[config.mk]
export PLATFORM = sky130hd
export DESIGN_NAME = seq_divider
export DESIGN_NICKNAME = d
export VERILOG_FILES = /design/src/rtl/seq_divider.sv
export SDC_FILE = /design/constraint.sdc
export NUM_CORES = 1
export LEC_CHECK = 0
export CAP_MARGIN = 30
export CORE_MARGIN = 3
export CORE_UTILIZATION = 45
export CTS_CLUSTER_SIZE = 24
export DETAILED_ROUTE_END_ITERATION = 7
export PLACE_DENSITY_LB_ADDON = 0.2
export SLEW_MARGIN = 25
export SYNTH_ARGS = -nofsm -noshare
export SYNTH_HDL_FRONTEND = slang
export SYNTH_SLANG_ARGS = --single-unit
[constraint.sdc]
create_clock -name clock -period 3.9 [get_ports clock]
set_input_delay 0.78 -clock clock [delete_from_list [all_inputs] [get_ports clock]]
set_output_delay 0.78 -clock clock [all_outputs]
set_load 0.01 [all_outputs]
[src/rtl/seq_divider.sv]
// seq_divider: multi-cycle restoring divider with start/done handshake and clock enable
// Ports: clock, reset (async, active-high), ce (freezes everything when 0), start,
//   dividend/divisor (captured on accept) -> quotient/remainder, busy, done (1-cycle
//   pulse, stretched while ce=0), div_by_zero.
// Define DIV_SIGNED_EN for two's-complement operands (adds a sign-fix cycle).
module seq_divider #(
  parameter int WIDTH = 8
) (
  input  logic             clock,
  input  logic             reset,
  input  logic             ce,
  input  logic             start,
  input  logic [WIDTH-1:0] dividend,
  input  logic [WIDTH-1:0] divisor,
  output logic [WIDTH-1:0] quotient,
  output logic [WIDTH-1:0] remainder,
  output logic             busy,
  output logic             done,
  output logic             div_by_zero
);
  localparam int CW = $clog2(WIDTH + 1);
  typedef enum logic [1:0] {IDLE, CALC, FIX, DONE} state_t;
  state_t state_q, state_d;
  logic [CW-1:0] cnt_q, cnt_d;
  logic [WIDTH-1:0] acc_q, acc_d, rem_q, rem_d, dsr_q, dsr_d;
  logic [WIDTH-1:0] quotient_q, quotient_d, remainder_q, remainder_d;
  logic busy_q, busy_d, done_q, done_d, dbz_q, dbz_d, zd_q, zd_d;
  logic [WIDTH:0] partial, trial;
  logic [WIDTH-1:0] rem_nx, acc_nx, zero_rem;
`ifdef DIV_SIGNED_EN
  logic sn_q, sn_d, sq_q, sq_d;
  function automatic logic [WIDTH-1:0] mag(input logic [WIDTH-1:0] x);
    return x[WIDTH-1] ? -x : x;
  endfunction
  assign zero_rem = sn_q ? -acc_q : acc_q;
`else
  assign zero_rem = acc_q;
`endif
  // acc holds the unconsumed dividend bits on the left and the growing quotient on the right
  assign partial = {rem_q, acc_q[WIDTH-1]};
  assign trial   = partial - {1'b0, dsr_q};
  assign rem_nx  = trial[WIDTH] ? partial[WIDTH-1:0] : trial[WIDTH-1:0];
  assign acc_nx  = {acc_q[WIDTH-2:0], ~trial[WIDTH]};
  always_comb begin
    state_d     = state_q;
    cnt_d       = cnt_q;
    acc_d       = acc_q;
    rem_d       = rem_q;
    dsr_d       = dsr_q;
    quotient_d  = quotient_q;
    remainder_d = remainder_q;
    busy_d      = busy_q;
    done_d      = done_q;
    dbz_d       = dbz_q;
    zd_d        = zd_q;
`ifdef DIV_SIGNED_EN
    sn_d        = sn_q;
    sq_d        = sq_q;
`endif
    if (ce) begin
      unique case (state_q)
        IDLE: begin
          done_d = 1'b0;
          busy_d = start;
          if (start) begin
            dbz_d   = 1'b0;
            cnt_d   = '0;
            rem_d   = '0;
            zd_d    = divisor == '0;
            state_d = divisor == '0 ? DONE : CALC;
`ifdef DIV_SIGNED_EN
            acc_d   = mag(dividend);
            dsr_d   = mag(divisor);
            sn_d    = dividend[WIDTH-1];
            sq_d    = dividend[WIDTH-1] ^ divisor[WIDTH-1];
`else
            acc_d   = dividend;
            dsr_d   = divisor;
`endif
          end
        end
        CALC: begin
          rem_d = rem_nx;
          acc_d = acc_nx;
          cnt_d = cnt_q + 1'b1;
          if (cnt_q == CW'(WIDTH - 1)) begin
            cnt_d = '0;
`ifdef DIV_SIGNED_EN
            state_d = FIX;
`else
            state_d     = DONE;
            quotient_d  = acc_nx;
            remainder_d = rem_nx;
`endif
          end
        end
`ifdef DIV_SIGNED_EN
        FIX: begin
          quotient_d  = sq_q ? -acc_q : acc_q;
          remainder_d = sn_q ? -rem_q : rem_q;
          state_d     = DONE;
        end
`endif
        DONE: begin
          // a zero divisor spends one extra DONE cycle so done lands two edges after accept
          if (zd_q && cnt_q == '0) cnt_d = CW'(1);
          else begin
            cnt_d   = '0;
            done_d  = 1'b1;
            state_d = IDLE;
            if (zd_q) begin
              quotient_d  = '1;
              remainder_d = zero_rem;
              dbz_d       = 1'b1;
            end
          end
        end
        default: state_d = IDLE;
      endcase
    end
  end
  always_ff @(posedge clock or posedge reset) begin
    if (reset) begin
      state_q     <= IDLE;
      cnt_q       <= '0;
      acc_q       <= '0;
      rem_q       <= '0;
      dsr_q       <= '0;
      quotient_q  <= '0;
      remainder_q <= '0;
      busy_q      <= 1'b0;
      done_q      <= 1'b0;
      dbz_q       <= 1'b0;
      zd_q        <= 1'b0;
`ifdef DIV_SIGNED_EN
      sn_q        <= 1'b0;
      sq_q        <= 1'b0;
`endif
    end else begin
      state_q     <= state_d;
      cnt_q       <= cnt_d;
      acc_q       <= acc_d;
      rem_q       <= rem_d;
      dsr_q       <= dsr_d;
      quotient_q  <= quotient_d;
      remainder_q <= remainder_d;
      busy_q      <= busy_d;
      done_q      <= done_d;
      dbz_q       <= dbz_d;
      zd_q        <= zd_d;
`ifdef DIV_SIGNED_EN
      sn_q        <= sn_d;
      sq_q        <= sq_d;
`endif
    end
  end
  assign quotient    = quotient_q;
  assign remainder   = remainder_q;
  assign busy        = busy_q;
  assign done        = done_q;
  assign div_by_zero = dbz_q;
endmodule

==> flow_metrics.tcl <==
set metrics [dict create \
    setup.worst_path.start_class "flop" \
    async_reset_ff_share_pct 100 \
    grt_antenna_before_repair 0 \
    reg2reg_setup_slack_ps 1120 \
    syn-mean-instance-area_sq_um 9.21 \
    drt_pass_1_iters 4 \
    first_iter_violations 141 \
    cts.clk_slew.worst_paths_ps 90 \
    grt_usage_pct 17.8 \
    clock_tree.htree_level_count 2 \
    netlist_instances 291 \
    max_cap_violations 0 \
    design_area_sq_um 3240 \
    first_global_vias 2020 \
    grt_pass1_wl_mm 10.2 \
    area_growth_syn_to_layout_pct 20.7 \
    timing.clock.skew_ps 5.73 \
    io_pins 39 \
    drt_drc_violations_left 0 \
    yosys_warnings 0 \
    fp.dieArea_sq_um 6920 \
    p_per_area_nw_per_um2 803 \
    mappedNetlistArea_sq_um 2680 \
    die-width_um 83.2 \
    report.final.slew_viol_count 0 \
    postCtsHoldBufs 0 \
    max_clock_freq_mhz 359 \
    ir_drop_mv 0.592 \
    globalRouteOverflowTotal 0 \
    post_synthesis_net_count 322 \
    place.gp.congestion 0.828 \
    drive_gt1_share_pct 7.34 \
    route.antenna.remaining_nets 0 \
    timing_hold_violations_final 0 \
    post-dp-hpwl_mm 4.48 \
    core-area_sq_um 5640 \
    effective_utilization_at_floorplan_pct 47.5 \
    rsz0062_at_grt "false" \
    place.port_buffers 38 \
    number_of_fillers_in_the_final_layout 506 \
    post-cts-setup-buffers 0 \
    antenna_cells 0 \
    synth_seq_area_share_pct 46.7 \
    placement_rows 27 \
    dominantRegCellSynth "sky130_fd_sc_hd__dfrtp_1" \
    clock_buffer_count_from_cts 5 \
    drt-vias-per-instance 5.54 \
    sequential_cell_area_sq_um 1250 \
    worst-setup-path-type "reg2reg" \
    netlist.top_cell.by_area "sky130_fd_sc_hd__dfrtp_1" \
    path_max_fanout 16 \
    dp_slack_ps 953 \
    die_y_um 83.2 \
    slack_of_the_critical_path_ps 1120 \
    multi_input_area_sq_um 1320 \
    synth_top_area_share_pct 46.7 \
    synth.cells.most_frequent "sky130_fd_sc_hd__nand2_1, sky130_fd_sc_hd__dfrtp_1, sky130_fd_sc_hd__o21ai_0" \
    clk-insertion-delay-late_ps 300 \
    max-clock-path-buffers 2 \
    post_cts.resized_instances 0 \
    numClockSinks 50 \
    synth_cell_type_count 46 \
    cts_tree "built" \
    synth.area.top_cells "sky130_fd_sc_hd__dfrtp_1, sky130_fd_sc_hd__o21ai_0, sky130_fd_sc_hd__nand2_1, sky130_fd_sc_hd__ha_1, sky130_fd_sc_hd__mux2i_1" \
    cts_root_buf "sky130_fd_sc_hd__clkbuf_8" \
    finish.net_count 357 \
    pin_count_of_the_biggest_net_entering_global_routing 27 \
    p_leak_nw 1.42 \
    setup_violations 0 \
    layout.core_utilization_pct 57.4 \
    outcome "finished clean" \
    final.setup.tns_ps 0 \
    yosys_register_bits 50 \
    worst_ep_required_time_ps 4100 \
    routed-via-count 2212 \
    endpoint_kind "flop" \
    wirelength_mm 5.95 \
    placement.cell_area_sq_um 3130 \
    finalCritPeriodShare_pct 71.4 \
    synth-edff-count 0 \
    worstHoldPathType "reg2reg" \
    route.detailed.wl_per_inst_um 14.9 \
    tightestPinTransition_ps 876 \
    rel_slew_slack_pct 41.6 \
    r2r.worst_path.cells 11 \
    period_minus_slack_ps 2780 \
    timing.hold.worst_path_depth 2 \
    arrival_ps 2980 \
    yosysMostFrequentCell "sky130_fd_sc_hd__nand2_1" \
]
## where the power goes
part           internal, mW  switching (mW)
combinational         0.607           0.742
sequential            0.717           0.183
clock                 0.179           0.171
total                  1.50            1.10
## worst max-delay path, stage by stage (launching register included)
cell and delay [ps]:
sky130_fd_sc_hd__dfrtp_1 420, sky130_fd_sc_hd__inv_1 70, sky130_fd_sc_hd__ha_1 170, sky130_fd_sc_hd__inv_1 60, sky130_fd_sc_hd__fa_1 420, sky130_fd_sc_hd__a211oi_2 290, sky130_fd_sc_hd__o21ai_2 140, sky130_fd_sc_hd__a31oi_4 210
sky130_fd_sc_hd__xnor2_2 310, sky130_fd_sc_hd__a2bb2oi_2 230, sky130_fd_sc_hd__a21oi_1 90, sky130_fd_sc_hd__o221a_2 270
## placed cells by master, fill, tap and decap left out, drive strengths merged, types with 2 or more instances in the layout
cell type	synthesis	routed
o221a	2	2
nand2b	4	4
clkdlybuf4s50	0	38
nor2	12	12
nor4	4	4
o22ai	8	8
a32o	2	2
nor3b	3	3
o21a	2	2
clkbuf	9	8
a21oi	14	14
nor3	3	3
nand2	51	51
buf	3	2
inv	15	15
o21ai	50	50
ha	10	10
mux2	2	2
mux2i	8	8
dfrtp	50	50
a31oi	7	7
a211oi	3	3
nand3	6	6
nor2b	4	4
xnor2	5	5
## flip-flops by register name, indices dropped and copies added (netlist names)
| signal | flops |
|---|---|
| quotient | 8 |
| remainder | 8 |
| done | 1 |
| busy | 1 |
| div_by_zero | 1 |
| dsr_q | 8 |
| cnt_q | 4 |
| rem_q | 8 |
| state_q | 2 |
| zd_q | 1 |
| acc_q | 8 |
## final cells by class
class	instances	area share (%)
inverters	15	1.74
clock buffers	8	3.40
well taps	72	2.78
repair buffers	40	12.6
multi-input cells	214	40.8
flip-flops and latches	50	38.7
## routing by layer
| layer | GRT usage (%) | share of wire, % | up-vias |
|---|---|---|---|
| met1 | 26.8 | 51 | 1048 |
| met4 | 4.16 | 0.97 | 0 |
| met5 | 0 | 0 | - |
| li1 | - | - | 1111 |
| met2 | 26.6 | 44 | 46 |
| met3 | 3.37 | 4.8 | 7 |
## metrics by stage
step,std cells,hold slack (ps),power [mW]
6_report,399,471,2.60
5_1_grt,399,505,2.82
4_1_cts,399,477,2.61
3_5_place_dp,391,456,2.25
3_3_place_gp,390,455,2.23
2_1_floorplan,291,473,1.86
## cells by family (layout without fill, tap and decap cells)
kind of cell             after synthesis  in the layout  synth area share (%)
multiplexers                          10             10                  3.83
flip-flops                            50             50                  46.7
AND/OR/NAND/NOR                       93             93                  16.1
XOR/XNOR                               5              5                  1.91
buffers and inverters                 27             63                  4.25
adder cells (fa/ha/maj)               11             11                  5.41
AO/OA/AOI/OAI                         95             95                  21.8
## path summary, 6_finish.rpt
check,end,startpoint
worst max-delay path,remainder[6]$_DFFE_PP0P_,acc_q[7]$_DFFE_PP0P_
worst min-delay path,quotient[1]$_DFFE_PP0P_,quotient[1]$_DFFE_PP0P_
worst max register to register,remainder[6]$_DFFE_PP0P_,acc_q[7]$_DFFE_PP0P_
worst min register to register,quotient[1]$_DFFE_PP0P_,quotient[1]$_DFFE_PP0P_
max in group asynchronous,done$_DFFE_PP0P_,reset
min in group asynchronous,acc_q[0]$_DFFE_PP0P_,reset
(Power assumes the default switching activity.)
